==> config.mk <==
export PLATFORM = sky130hd
export DESIGN_NAME = char_dot_serializer
export DESIGN_NICKNAME = d
export VERILOG_FILES = /design/src/rtl/char_dot_serializer.sv
export SDC_FILE = /design/constraint.sdc
export NUM_CORES = 1
export LEC_CHECK = 0
export ABC_AREA = 1
export BUFFER_PORTS_ARGS = -buffer_cell sky130_fd_sc_hd__buf_2
export CAP_MARGIN = 20
export CORE_MARGIN = 2
export CORE_UTILIZATION = 49
export DETAILED_ROUTE_END_ITERATION = 8
export PLACE_DENSITY = 0.85
export SYNTH_ARGS = -nofsm -noshare
export SYNTH_HDL_FRONTEND = slang
export SYNTH_SLANG_ARGS = --single-unit
==> constraint.sdc <==
create_clock -name clk -period 1.4 [get_ports clk]
set_clock_uncertainty 0.05 [all_clocks]
set_input_delay 0.14 -clock clk [delete_from_list [all_inputs] [get_ports clk]]
set_output_delay 0.14 -clock clk [all_outputs]
set_load 0.05 [all_outputs]
==> src/rtl/char_dot_serializer.sv <==
// Serializer behind a 2513 character generator: fetches {code,row} dot rows, shifts
// them out one dot per dot enable with a blank inter-character gap and a blinking cursor.
module char_dot_serializer #(
    parameter int CELL_W       = 6,
    parameter int COLS         = 40,
    parameter int BLINK_FRAMES = 30
) (
    input  logic       clk,
    input  logic       reset,
    input  logic       dot_en,
    input  logic       line_start,
    input  logic       frame_start,
    input  logic [2:0] row,
    input  logic [5:0] char_code,
    input  logic       cursor_here,
    input  logic       char_valid,
    output logic       char_ready,
    output logic [8:0] rom_a,
    input  logic [4:0] rom_x,
    output logic       video,
    output logic       active,
    output logic       underrun
);

    localparam int COL_W = (COLS > 1) ? $clog2(COLS) : 1;
    localparam int DOT_W = $clog2(CELL_W);
    localparam int BLK_W = (BLINK_FRAMES > 1) ? $clog2(BLINK_FRAMES) : 1;
    localparam logic [COL_W-1:0] LAST_COL   = COL_W'(COLS - 1);
    localparam logic [DOT_W-1:0] LAST_DOT   = DOT_W'(CELL_W - 1);
    localparam logic [BLK_W-1:0] LAST_BLINK = BLK_W'(BLINK_FRAMES - 1);

    typedef enum logic [1:0] {
        IDLE   = 2'd0,
        PRIME  = 2'd1,
        ACTIVE = 2'd2
    } state_t;

    state_t            state_r;
    logic [2:0]        row_r;
    logic [COL_W-1:0]  col_r;
    logic [DOT_W-1:0]  dot_cnt_r;
    logic [CELL_W-1:0] sr_r;
    logic              have_next_r;
    logic              active_r;
    logic [BLK_W-1:0]  blink_cnt_r;
    logic              phase_r;

    logic              cell_end_s;
    logic              xfer_s;
    logic [5:0]        xfer_code_s;
    logic [CELL_W-1:0] load_val_s;

    // sr is held at zero outside ACTIVE, so its MSB is the video dot directly
    assign video       = sr_r[CELL_W-1];
    assign active      = active_r;
    assign xfer_s      = char_valid && char_ready;
    assign xfer_code_s = (cursor_here && phase_r) ? 6'h00 : char_code;

    // Handshake: one prefetch slot, never filled on the edge that ends a cell
    always_comb begin
        cell_end_s = dot_en && (dot_cnt_r == LAST_DOT);
        if (reset || have_next_r || cell_end_s) begin
            char_ready = 1'b0;
        end else if (state_r == PRIME) begin
            char_ready = 1'b1;
        end else if (state_r == ACTIVE) begin
            char_ready = (col_r < LAST_COL);
        end else begin
            char_ready = 1'b0;
        end
    end

    // Generator row lands left-justified; the remaining low bits form the gap
    always_comb begin
        load_val_s                 = '0;
        load_val_s[CELL_W-1 -: 5]  = rom_x;
    end

    // Line sequencer, prefetch slot, blink phase and underrun flag
    always_ff @(posedge clk) begin
        if (reset) begin
            state_r     <= IDLE;
            row_r       <= 3'd0;
            col_r       <= '0;
            dot_cnt_r   <= '0;
            sr_r        <= '0;
            have_next_r <= 1'b0;
            active_r    <= 1'b0;
            blink_cnt_r <= '0;
            phase_r     <= 1'b0;
            underrun    <= 1'b0;
            rom_a       <= 9'h100;
        end else begin
            if (frame_start) begin
                underrun <= 1'b0;
                if (blink_cnt_r == LAST_BLINK) begin
                    blink_cnt_r <= '0;
                    phase_r     <= ~phase_r;
                end else begin
                    blink_cnt_r <= blink_cnt_r + BLK_W'(1);
                end
            end

            if (xfer_s) begin
                rom_a       <= {xfer_code_s, row_r};
                have_next_r <= 1'b1;
            end

            if (line_start) begin
                // dot_cnt is cleared too so a stale end-of-cell count cannot stall PRIME
                row_r       <= row;
                col_r       <= '0;
                dot_cnt_r   <= '0;
                have_next_r <= 1'b0;
                sr_r        <= '0;
                active_r    <= 1'b0;
                state_r     <= PRIME;
            end else begin
                case (state_r)
                    IDLE: begin
                        state_r <= IDLE;
                    end
                    PRIME: begin
                        if (dot_en && have_next_r) begin
                            sr_r        <= load_val_s;
                            dot_cnt_r   <= '0;
                            have_next_r <= 1'b0;
                            active_r    <= 1'b1;
                            state_r     <= ACTIVE;
                        end
                    end
                    ACTIVE: begin
                        if (dot_en) begin
                            if (dot_cnt_r != LAST_DOT) begin
                                sr_r      <= {sr_r[CELL_W-2:0], 1'b0};
                                dot_cnt_r <= dot_cnt_r + DOT_W'(1);
                            end else if (col_r == LAST_COL) begin
                                sr_r     <= '0;
                                active_r <= 1'b0;
                                state_r  <= IDLE;
                            end else begin
                                if (have_next_r) begin
                                    sr_r        <= load_val_s;
                                    have_next_r <= 1'b0;
                                end else begin
                                    sr_r     <= '0;
                                    underrun <= 1'b1;
                                end
                                col_r     <= col_r + COL_W'(1);
                                dot_cnt_r <= '0;
                            end
                        end
                    end
                    default: begin
                        sr_r     <= '0;
                        active_r <= 1'b0;
                        state_r  <= IDLE;
                    end
                endcase
            end
        end
    end

endmodule

# ---- After elaboration in Yosys (flattened, before gate mapping)
# Index checks and enable logic that the tools add are counted.
dict set report word_totals {
  latch_bits 0
  elab_cells 92
  ramBits 0
  ff_bits 38
  input_bits 21
  n_memories 0
  rom_bits 0
}
dict set report op_classes {
  n_bitwise 4
  add_sub_neg 3
  n_mux 41
  eq_ne 15
  n_mul 0
  n_div 0
  magnitude_cmp 1
  shift 0
  reduce_logical 16
}
# cell n
set op_table {}
lappend op_table {{$mux W6} 6}
lappend op_table {{$mux W1} 21}
lappend op_table {{$pmux W6 S3} 1}
lappend op_table {{$reduce_and A4 Y1} 4}
lappend op_table {{$mux W3} 4}
lappend op_table {{$ne A3 B3 Y1 const B} 4}
lappend op_table {{$mux W2} 4}
lappend op_table {{$add A6 B1 Y6 const B} 1}
lappend op_table {{$eq A6 B6 Y1 const B} 1}
lappend op_table {{$lt A6 B6 Y1 const B} 1}
lappend op_table {{$ne A3 B2 Y1 const B} 2}
lappend op_table {{$pmux W3 S2} 1}
lappend op_table {{$add A5 B1 Y5 const B} 1}
lappend op_table {{$eq A5 B5 Y1 const B} 1}
lappend op_table {{$mux W5} 1}
lappend op_table {{$reduce_and A5 Y1} 1}
lappend op_table {{$logic_and A1 B1 Y1} 4}
lappend op_table {{$ne A2 B1 Y1 const B} 2}
lappend op_table {{$ne A2 B2 Y1 const B} 2}
lappend op_table {{$not A1 Y1} 4}
lappend op_table {{$pmux W2 S2} 1}
lappend op_table {{$add A3 B1 Y3 const B} 1}
lappend op_table {{$eq A3 B3 Y1 const B} 1}
lappend op_table {{$pmux W1 S3} 1}
lappend op_table {{9 further kinds} 10}

# ---- Depth between registers and ports, before layout
# Gate-level depths: netlist of the first run.
dict set report logic_depth {
  depth_word 11
  ltp_mapped 11
}

# ---- Worst setup path after synthesis of the first run
# Ideal clock, no wire load.
dict set report synth_timing {
  path_kind {register to register}
  start {register col_r[0]}
  end {register rom_a[8]}
  path_slack_ns -0.515
  required_ns 1.286
  path_buffers 0
  path_stages_with_launch 9
  setup_time_ns 0.064
  arrival_time_ns 1.801
  cell_sequence {dfxtp_1 -> ha_1 -> inv_1 -> nor2_1 -> nand2_2 -> nand3_2 -> a21oi_1 -> nand3b_1 -> nand3_1}
}
dict set report synth_between {
  elab_chain_cells 5
}
# element line
set synth_rtl {}
lappend synth_rtl {{start, declared} 40} ;# logic [COL_W-1:0] col_r;
lappend synth_rtl {{start signal, assigned} 149} ;# col_r <= col_r + COL_W'(1);
lappend synth_rtl {{$lt A6 B6 Y1} 67} ;# char_ready = (col_r < LAST_COL);
lappend synth_rtl {{$mux W1} 66} ;# end else if (state_r == ACTIVE) begin
lappend synth_rtl {{$mux W1} 64} ;# end else if (state_r == PRIME) begin
lappend synth_rtl {{$mux W1} 62} ;# if (reset || have_next_r || cell_end_s) begin
lappend synth_rtl {{named net char_ready} 17} ;# output logic char_ready,
lappend synth_rtl {{$logic_and A1 B1 Y1} 56} ;# assign xfer_s = char_valid && char_ready;
lappend synth_rtl {{end signal, assigned} 105} ;# rom_a <= {xfer_code_s, row_r};
lappend synth_rtl {{end, declared} 18} ;# output logic [8:0] rom_a,
# The timed path passes the listed nets, and every way through them passes these cells.
# A chain may end at the register's enable or synchronous reset.

# ---- Worst setup path after layout of the first run
dict set report layout_timing {
  start {register col_r[0]}
  end {output char_ready}
}
dict set report layout_between {
  elab_chain_cells 4
}
# element line
set layout_rtl {}
lappend layout_rtl {{$lt A6 B6 Y1} 67}
lappend layout_rtl {{$mux W1} 66}
lappend layout_rtl {{$mux W1} 64}
lappend layout_rtl {{$mux W1} 62}
lappend layout_rtl {{end, declared} 17}
# Every way passes these cells.

==> results of run 1 <==
-- sequential cells by signal (all words and copies together) (netlist names) --
register,count
rom_a,9
col_r,6
have_next_r,1
sr_r,5
blink_cnt_r,5
dot_cnt_r,3
underrun,1
state_r,2
row_r,3
phase_r,1
active,1
-- cell type report --
type	count	area, um^2
multi-input cells	195	1150
fillers	287	1080
flip-flops and latches	37	748
repair buffers	56	357
inverters	36	140
clock buffers	6	82.6
well taps	48	60.1
clock inverters	2	37.5
-- layer usage --
layer	part of all wire [%]	wire length [um]	vias to the layer above
li1	-	-	973
met1	44	1960	856
met2	50	2240	45
met3	4.5	201	10
met4	1.8	81	0
met5	0	0	-
-- worst max-delay path: stages, from the launching register on --
cell	delay (ns)
dfxtp_2	0.34
ha_4	0.16
inv_2	0.05
nor2_2	0.03
nand2_2	0.07
buf_4	0.13
nand3_4	0.08
a21oi_4	0.14
buf_6	0.17
-- power by group --
group          switching (uW)  internal [uW]  leakage, uW
Clock                     399            579    0.0000574
Combinational             273            160     0.000773
Sequential               25.2           1090     0.000303
-- timing repair --
item                                    in CTS  in global routing
pin swaps                                    9                  4
endpoints found under the setup margin      27                 29
gates cloned                                 1                  1
resized for setup                           22                 13
setup buffers                                4                  2
-- stage by stage --
stage	TNS, ns	power [uW]
floorplan	-0.0332	1380
global placement	-0.787	1500
detailed placement	-1.62	1510
CTS	-1.39	2520
global route	-5.29	2640
finish	-2.13	2520
-- synthesized netlist by cell type, drive strengths merged --
| cell | number |
|---|---|
| ha | 6 |
| o21ai | 14 |
| and2 | 1 |
| nand3b | 2 |
| nor2 | 44 |
| a21oi | 22 |
| nand4 | 2 |
| or2 | 1 |
| and3 | 1 |
| dfxtp | 37 |
| clkinv | 1 |
| o31ai | 1 |
| clkbuf | 1 |
| xnor2 | 3 |
| nand2 | 77 |
| xor2 | 3 |
| nor3 | 3 |
| inv | 35 |
| buf | 2 |
| nand3 | 13 |
-- worst min path at each step --
stage          slack (ns)          to          from  cells after the start
2_1_floorplan        0.16  state_r[0]         reset                      1
3_3_place_gp         0.32    rom_a[7]  char_code[4]                      3
3_5_place_dp         0.33    rom_a[7]  char_code[4]                      3
4_1_cts              0.02    row_r[1]        row[1]                      3
5_1_grt              0.02    row_r[1]        row[1]                      3
6_report             0.02    row_r[1]        row[1]                      3
-- cell families after synthesis --
family	after synthesis	synth area share (%)
AO/OA/AOI/OAI	37	10.2
XOR/XNOR	6	2.80
adder cells (fa/ha/maj)	6	4.00
buffers and inverters	39	8.41
flip-flops	37	39.5
AND/OR/NAND/NOR	144	35.1
==> impl_summary.md, run 1 <==
Floorplanning
The top-level port count is 34. In this run the core area contains 22 standard-cell rows. The die covers 0.00434 mm^2. The die is 65.9 um wide.

The y dimension of the die is 65.9 um. The total area inside the core boundary comes to 0.00366 mm^2. The initial cell density of the core is 51.2%.

Synthesis
Synthesis instantiated 30 different standard cells from the library. In this run the biggest area consumer among cell types represents 39.5% of the synthesized area. The per-instance average area after synthesis is 6.97 um^2.

The Yosys step of the flow raised 0 warnings. The mapped cell area is 0.00188 mm^2. Yosys attributes the largest share of cell area to dfxtp_1 39%, nand2_1 15%, nor2_1 7.8%, inv_1 6.4%, a21oi_1 5.9%. Counting every instance in the synthesized netlist gives 269.

The cell type contributing the most total cell area after synthesis is dfxtp_1. The number of nets produced by synthesis is 296. Sequential cells were found to cover 39.5% of the synthesized design area. In this run, synthesis produced a sequential element count of 37.

Worst setup path
Data on the critical path is required at its endpoint by 1.21 ns. The maximum fanout count along the critical path is 2. In this run the worst setup path begins at col_r[0]. The depth of the worst register-to-register path is 10. The critical path data arrival time is 1.46 ns. The kind of critical path is flop to primary output.

The critical path endpoint category is a primary output. In this run the register-to-register setup slack is -0.14 ns. In this run the critical register-to-register path is launched from col_r[0]. The worst reg2reg path endpoint is state_r[0].

The worst setup path is launched from a flop. Following the worst setup path forward leads to its endpoint at char_ready.

Final layout
The cell area after layout is 0.00258 mm^2. The antenna cell count is 0. Cells with a size suffix above 1 make up 34.3% of the layout. Cells fill 70.4% of the core in the end. The layout-stage area growth over the synthesis result is 37.5%. The library cells used most frequently in the layout, excluding fill and tap cells, are 68 x nand2_1, 35 x nor2_1, 33 x dfxtp_1. The commonest non-fill, non-tap cell in the layout is nand2_1. The non-filler instance count after layout is 380. The net count of the finished layout is 358.

CTS
In this run, post-CTS hold repair placed 0 buffers. At the later pin of the worst-skew pair, clock insertion delay measures 0.30 ns. The tree built by TritonCTS fans out to 37 sinks.

The H-tree was split into 2 levels. In this run the deepest clock path goes through 2 buffers. The register clock-pin slew on the reported worst setup and hold paths is 0.08 ns. The number of CTS-inserted buffers is 5. TritonCTS built the clock tree.

The cell at the root of the clock tree is clkbuf_8.

GRT
The first global-routing pass estimated 7.49 mm of wire. The pin count of the biggest net entering global routing is 15. For this run, global-route usage on met1 was measured as 26.3%. Global routing consumed, on the met3 layer, 6.30% of the routing resources. The total grt overflow is 0. The number of antenna violations at the first check in global routing is 0. For this run, global-route usage on met2 was measured as 39.4%. The layer with the highest usage after global routing is met2.

The via count of the first global-routing pass is 1,744. The total routing usage reported by global routing is 22.5%.

Place
The placed cell area is 0.00227 mm^2. Before CTS, the worst setup slack after placement is -0.131 ns. After legalization and detailed placement, the total HPWL measured 2.99 mm. The final weighted congestion in routability-driven placement is 0.840. The placed instance count is 364. The number of port buffers is 33.

Power
Summed over all cells, the static leakage comes to 0.00113 uW. Power spread over the standard cell area amounts to 978 mW/mm^2. The maximum VDD drop is 600 uV.

Job
The max-capacitance violation count is 0.

Drt
The starting DRC count in detailed routing is 112. The count of nets left with antenna violations once routing finished came out at 0. The via count is 1,884.

The sum of routed wire length over all layers is 4.48 mm. The number of DRC violations after detailed routing is 0. The post-detailed-route wirelength per cell is 11.8 um.

For this run, the detailed router's first-pass iteration total came to 4. The ratio of routed vias to standard cells is 4.96.

Outcome
The flow ran to the end, but the final reports show violations. The final reports fail on setup timing.

STA
The highest clock frequency the design can meet is 0.606 GHz. The actual transition at the worst max-transition pin is 0.382 ns. The worst path setup slack after routing is -0.249 ns.

The worst max-slew margin expressed relative to the limit is 74.5%. Setup repair after global routing could not meet its margin everywhere. The final setup violation count is 29.

After layout, the minimum clock period comes to 1.65 ns. The number of max-slew violations in the final report is 0. The final worst hold slack is 0.0162 ns. The share of the cycle needed by the critical path after routing is 118%. The number of failing hold endpoints at the final stage is 0.

Worst hold path
The type of the tightest min-delay check is input pin to flop.
(Power assumes the default switching activity.)
==> inputs of run 2 (changes only) <==
==> constraint.sdc (replaced) <==
create_clock -name clk -period 1.4 [get_ports clk]
set_clock_uncertainty 0.05 [all_clocks]
set_input_delay 0.07 -clock clk [delete_from_list [all_inputs] [get_ports clk]]
set_output_delay 0.07 -clock clk [all_outputs]
set_load 0.05 [all_outputs]
==> run 2 against run 1 <==
  * The flow still finishes with violations (setup timing)
  * Non-clock buffer count is 16 higher
  * Critical path type is now flop to flop
  * Via count is 4.7% higher
  * Sequential share of layout area is 2.1 points lower
  * Clock-buffer cell count stayed put
  * Maximum frequency is 5.0% higher
  * Clock power is 2.0% higher
  * Routed wire length is 17% higher
  * Cell count is 4.2% higher
  * Global-route usage is 1.0 points higher
  * Flip-flop and latch count stayed put
  * First-iteration DRC count is 88% higher
  * Setup slack better by 0.078 ns
==> impl_summary.md, run 2 (synthesis results as in run 1) <==
Worst setup path
CP cell instances: buf_6 > ha_4 > buf_12 > nand2_8 > nand4_1 > buf_4 > nand2_2 > a21oi_2 (was ha_4 > inv_2 > nor2_2 > nand2_2 > buf_4 > nand3_4 > a21oi_4 > buf_6). The slowest library cell on the worst path is dfxtp_4 (was dfxtp_2). The required arrival time at the worst endpoint is 1.54 ns (was 1.21 ns). The critical path data arrival time is 1.71 ns (was 1.46 ns).

The largest incremental delay on the critical path came to 0.37 ns (was 0.34 ns). The critical path endpoint category was a flop (was primary output). The maximum fanout count along the critical path was 5 (was 2). The element type at the critical path start was a flop (unchanged). The kind of critical path is flop to flop (was flop to primary output).

Place
The post-DP HPWL is 2.89 mm (was 2.99 mm). The final weighted congestion in routability-driven placement was 0.875 (was 0.840). The post-place setup slack is -0.120 ns (was -0.131 ns). The placed cell area came to 0.00229 mm^2 (was 0.00227 mm^2).

The number of port buffers was 33 (unchanged).

GRT
The number of antenna violations at the first check in global routing is 0 (unchanged). The pin count of the biggest net entering global routing was 15 (unchanged). The global-route wire length before repair is 7.78 mm (was 7.49 mm). The total routing usage reported by global routing is 23.5% (was 22.5%). The via count of the first global-routing pass is 1,864 (was 1,744).

The total grt overflow is 0 (unchanged).

Floorplanning
The top-level port count is 34 (unchanged). The initial cell density of the core is 51.2% (unchanged). The standard-cell row count is 22 (unchanged). The die footprint came to 0.00434 mm^2 (unchanged). The width of the die came to 65.9 um (unchanged). The floorplan core area was 0.00366 mm^2 (unchanged).

The y dimension of the die is 65.9 um (unchanged).

Power
The total power divided by cell area came to 942 mW/mm^2 (was 978 mW/mm^2). The total leakage power came to 0.00121 uW (was 0.00113 uW). The maximum VDD drop is 622 uV (was 600 uV).

Final layout
The antenna cell count came to 0 (unchanged). The total number of nets in the final design is 374 (was 358). The number of flip-flops in the largest register is 9 (unchanged).

The proportion of layout cells with a drive suffix above 1 is 38.5% (was 34.3%). The commonest non-fill, non-tap cell in the layout is nand2_1 (unchanged). Most used cells in the layout excluding fill and tap cells: 63 x nand2_1, 35 x nor2_1, 32 x dfxtp_1, 32 x buf_2 (was 68 x nand2_1, 35 x nor2_1, 33 x dfxtp_1).

The filler cell count is 248 (was 287). The layout-stage area growth over the synthesis result is 48.5% (was 37.5%). Largest registers: rom_a (9), col_r (6) (unchanged).

The cell area after layout is 0.00279 mm^2 (was 0.00258 mm^2). The register name with the most flops is rom_a (unchanged).

Drt
The sum of routed wire length over all layers is 5.26 mm (was 4.48 mm). The ratio of routed vias to standard cells was 4.98 (was 4.96). The post-route antenna net violation count came to 0 (unchanged). The starting DRC count in detailed routing was 211 (was 112). The number of DRC violations after detailed routing is 0 (unchanged). The via count is 1,972 (was 1,884). The post-detailed-route wirelength per cell was 13.3 um (was 11.8 um). The number of iterations in the first detailed-routing pass is 4 (unchanged).

STA
The worst path setup slack after routing came to -0.171 ns (was -0.249 ns). RSZ-0062 raised after global routing: yes (unchanged). The worst max-slew margin expressed relative to the limit is 71.8% (was 74.5%). The final critical-path required period is 1.57 ns (was 1.65 ns). The final setup violation count came to 23 (was 29). The actual transition at the worst max-transition pin is 0.423 ns (was 0.382 ns). The share of the cycle needed by the critical path after routing is 112% (was 118%). The highest clock frequency the design can meet is 0.637 GHz (was 0.606 GHz).

The number of failing hold endpoints at the final stage was 0 (unchanged). The number of max-slew violations in the final report is 0 (unchanged).

CTS
The count of clock tree sinks came to 37 (unchanged). The deepest clock path buffer count is 2 (unchanged). The clock latency on the worst-skew pair was 0.30 ns (about the same).

The number of CTS-inserted buffers is 5 (unchanged). The register clock-pin slew on the reported worst setup and hold paths was 0.08 ns (about the same). The H-tree depth came to 2 (unchanged). The cell at the root of the clock tree was clkbuf_8 (unchanged). The clock tree from TritonCTS is done (unchanged).

Worst hold path
The type of the tightest min-delay check is input pin to flop (unchanged).

Outcome
Violations in the final reports: setup timing (unchanged). Run status: finished, violations left (unchanged).

Job
The max-capacitance violation count is 0 (unchanged).
run 2: path summary, 6_finish.rpt:
check,startpoint,end,slack [ns],depth (start not counted)
setup / recovery,state_r[1],state_r[0],-0.17,8
hold / removal,frame_start,blink_cnt_r[0],0.03,3
setup reg to reg,state_r[1],state_r[0],-0.17,8
hold reg to reg,sr_r[1],sr_r[1],0.43,2
run 2: routing by layer:
metal  global-route usage, %  share of wire [%]
met5                       0                  0
met2                    42.2                 53
met3                    5.28                3.6
met4                    11.7                2.1
met1                    25.8                 41
run 2: report_power, final:
| part | internal, uW | total [uW] | leakage, uW | switching (uW) |
|---|---|---|---|---|
| Clock | 579 | 998 | 0.0000574 | 419 |
| Combinational | 207 | 514 | 0.000852 | 307 |
| Sequential | 1090 | 1110 | 0.000303 | 25.1 |
run 2: area by class of cell:
class | instances | area, um^2 | area share (%)
clock buffers | 6 | 82.6 | 2.96
clock inverters | 2 | 37.5 | 1.35
well taps | 48 | 60.1 | 2.16
inverters | 36 | 143 | 5.12
multi-input cells | 195 | 1200 | 43.2
repair buffers | 72 | 509 | 18.3
flip-flops and latches | 37 | 749 | 26.9
run 2: worst max-delay path: cells and delay by family (launching register included):
family	cells	cell delay (ns)
AND/OR/NAND/NOR	3	0.34
buffers and inverters	3	0.48
AO/OA/AOI/OAI	1	0.05
flip-flops	1	0.37
adder cells (fa/ha/maj)	1	0.18
run 2: per-stage QoR:
stage                     hold WS [ns]  setup TNS (ns)  util [%]  power [uW]  std cells
final                           0.0310           -1.51      76.1        2620        396
after global routing            0.0567           -3.88      76.1        2720        396
after CTS                       0.0276          -0.551      73.6        2580        394
after detailed placement         0.256           -1.62      62.5        1510        367
after global placement           0.250           -1.07      62.5        1500        367
after floorplan                 0.0891         -0.0332         -        1380        269
run 2: timing repair:
item                                   4_1_cts  5_1_grt
gates resized for setup                     25       29
cloned                                       1        1
setup endpoints to repair                   29       29
pin swaps                                   14        8
hold buffers                                10        0
endpoints found under the hold margin       12        0
setup buffers                                8        1
==> inputs of run 3 (changes only) <==
--- a/config.mk
+++ b/config.mk
@@ -7,11 +7,10 @@
 export LEC_CHECK = 0
 export ABC_AREA = 1
 export BUFFER_PORTS_ARGS = -buffer_cell sky130_fd_sc_hd__buf_2
-export CAP_MARGIN = 20
 export CORE_MARGIN = 2
-export CORE_UTILIZATION = 49
+export CORE_UTILIZATION = 35
 export DETAILED_ROUTE_END_ITERATION = 8
-export PLACE_DENSITY = 0.85
+export PLACE_DENSITY = 0.67
 export SYNTH_ARGS = -nofsm -noshare
 export SYNTH_HDL_FRONTEND = slang
 export SYNTH_SLANG_ARGS = --single-unit
==> run 3 against run 2 <==
  * Sequential share of layout area up 1.3 points
  * Global-route usage is 7.9 points lower
  * Setup slack improved by 0.055 ns
  * The flow still finishes with violations (setup timing)
  * Register-to-register slack better by 0.13 ns
  * Utilization shrank 25 points
  * Clock power fell by 12%
  * Critical path type is now flop to primary output
  * Combinational power fell by 12%
  * Via count fell by 5.8%
==> impl_summary.md, run 3 (synthesis results as in run 1) <==
Outcome
Run status: finished, violations left (unchanged). Violations in the final reports: setup timing (unchanged).

CTS
The number of CTS-inserted buffers came to 5 (unchanged). The clock latency on the worst-skew pair is 0.28 ns (was 0.30 ns). The count of clock tree sinks is 37 (unchanged). The clock tree from TritonCTS was done (unchanged).

The H-tree depth came to 2 (unchanged). The deepest clock path buffer count is 2 (unchanged). The register clock-pin slew on the reported worst setup and hold paths is 0.07 ns (was 0.08 ns). The cell at the root of the clock tree is clkbuf_8 (unchanged).

Worst hold path
The type of the tightest min-delay check is input pin to flop (unchanged). The startpoint of the lowest-slack hold path is frame_start (unchanged).

Worst setup path
CP cell instances: ha_4 > inv_2 > nor2_2 > nand2_2 > nand3_4 > a21oi_4 > buf_6 (was buf_6 > ha_4 > buf_12 > nand2_8 > nand4_1 > buf_4 > nand2_2 > a21oi_2). The largest incremental delay on the critical path was 0.33 ns (was 0.37 ns). The critical path data arrival time is 1.40 ns (was 1.71 ns). The slack of the worst reg-to-reg path is -0.04 ns (was -0.17 ns). The critical path endpoint category is a primary output (was flop). The beginning of the critical path was col_r[0] (was state_r[1]).

The required arrival time at the worst endpoint is 1.28 ns (was 1.54 ns). The slowest library cell on the worst path is dfxtp_2 (was dfxtp_4). The maximum fanout count along the critical path is 4 (was 5).

The kind of critical path is flop to primary output (was flop to flop). The element type at the critical path start is a flop (unchanged). The origin of the critical flop-to-flop path is col_r[0] (was state_r[1]).

The kind of cell adding the most delay to the critical path is flip-flops (was buffers and inverters). The number of buffer and inverter instances along the worst setup path is 2 (was 3).

Floorplanning
The standard-cell row count came to 26 (was 22). The y dimension of the die is 77.2 um (was 65.9 um). The top-level port count is 34 (unchanged).

The width of the die is 77.2 um (was 65.9 um). The die footprint was 0.00596 mm^2 (was 0.00434 mm^2). The floorplan core area is 0.00514 mm^2 (was 0.00366 mm^2). The initial cell density of the core is 36.5% (was 51.2%).

Drt
The starting DRC count in detailed routing was 49 (was 211). The via count is 1,858 (was 1,972). The ratio of routed vias to standard cells was 4.50 (was 4.98). The post-detailed-route wirelength per cell is 10.6 um (was 13.3 um). The number of DRC violations after detailed routing came to 0 (unchanged). The post-route antenna net violation count is 0 (unchanged). The number of iterations in the first detailed-routing pass is 4 (unchanged). The sum of routed wire length over all layers is 4.38 mm (was 5.26 mm).

Place
The final weighted congestion in routability-driven placement is 0.801 (was 0.875). The number of port buffers came to 33 (unchanged). The post-DP HPWL is 3.07 mm (was 2.89 mm). The post-place setup slack is -0.138 ns (was -0.120 ns).

STA
The worst path setup slack after routing is -0.116 ns (was -0.171 ns). RSZ-0062 raised after global routing: yes (unchanged). The number of max-slew violations in the final report came to 0 (unchanged). The final critical-path required period is 1.52 ns (was 1.57 ns). The worst max-slew margin expressed relative to the limit came to 73.2% (was 71.8%). The number of failing hold endpoints at the final stage is 0 (unchanged). The share of the cycle needed by the critical path after routing is 108% (was 112%). The final worst hold slack is 0.0415 ns (was 0.0310 ns). The final setup violation count was 16 (was 23). The actual transition at the worst max-transition pin is 0.401 ns (was 0.423 ns). The highest clock frequency the design can meet is 0.660 GHz (was 0.637 GHz).

GRT
The total grt overflow is 0 (unchanged). The via count of the first global-routing pass was 1,800 (was 1,864). The global-route wire length before repair is 7.64 mm (was 7.78 mm). The number of antenna violations at the first check in global routing was 0 (unchanged). The total routing usage reported by global routing was 15.6% (was 23.5%). The pin count of the biggest net entering global routing is 15 (unchanged).

Power
The total power divided by cell area is 921 mW/mm^2 (was 942 mW/mm^2). The maximum VDD drop was 731 uV (was 622 uV). The total leakage power is 0.00118 uW (was 0.00121 uW).

Final layout
The total number of nets in the final design is 370 (was 374). The layout-stage area growth over the synthesis result is 41.2% (was 48.5%). The commonest non-fill, non-tap cell in the layout is nand2_1 (unchanged). Largest registers: rom_a (9), col_r (6) (unchanged). The antenna cell count is 0 (unchanged). The number of flip-flops in the largest register came to 9 (unchanged). The register name with the most flops is rom_a (unchanged). The proportion of layout cells with a drive suffix above 1 came to 31.8% (was 38.5%).

Most used cells in the layout excluding fill and tap cells: 69 x nand2_1, 36 x nor2_1, 32 x dfxtp_1, 32 x buf_2, 26 x inv_1 (was 63 x nand2_1, 35 x nor2_1, 32 x dfxtp_1, 32 x buf_2).

Job
The max-capacitance violation count is 0 (unchanged).
-- run 3: worst paths after layout --
kind / endpoint / depth (start not counted)
max: char_ready / 7
min: blink_cnt_r[0] / 3
max reg2reg: rom_a[3] / 9
min reg2reg: sr_r[1] / 2
-- run 3: cell type report --
type,count,area [um^2]
clock inverters,2,35.0
multi-input cells,196,1120
clock buffers,5,68.8
flip-flops and latches,37,747
inverters,36,140
fillers,516,2490
well taps,70,87.6
repair buffers,67,452
-- run 3: timing repair --
item	CTS	global route
pin swaps	7	4
hold buffers	10	0
buffers inserted	3	0
cloned	3	0
setup endpoints to repair	28	28
gates resized for setup	16	14
hold endpoints to repair	12	0
-- run 3: power by group --
part | internal, uW | switching [uW] | leakage (uW)
registers | 1090 | 22.8 | 0.000303
logic | 180 | 273 | 0.000820
clock network | 517 | 360 | 0.0000540
-- run 3: metal layers --
layer  vias to the layer above  share of wire (%)  GRT usage [%]  wire, um
met5                         -                  0              0         0
met3                         7                4.8           3.88       212
li1                        995                  -              -         -
met4                         0                1.3           5.36        56
met2                        49                 44           25.4      1940
met1                       807                 50           20.1      2170
-- run 3: tightest hold or removal path, stage by stage --
cell and delay (ns):
buf_2 0.12, nor2_1 0.08, nor3_1 0.05
-- run 3: metrics by stage --
| step | std cells | utilization [%] | total power (uW) | instance area [um^2] | TNS [ns] |
|---|---|---|---|---|---|
| 2_1_floorplan | 269 | - | 1380 | 1940 | -0.0332 |
| 4_1_cts | 413 | 51.2 | 2470 | 2630 | -0.590 |
| 5_1_grt | 413 | 51.5 | 2560 | 2650 | -2.30 |
| 3_5_place_dp | 390 | 45.2 | 1510 | 2320 | -1.46 |
| 3_3_place_gp | 390 | 45.2 | 1510 | 2320 | -0.680 |
| 6_report | 413 | 51.5 | 2440 | 2650 | -0.435 |
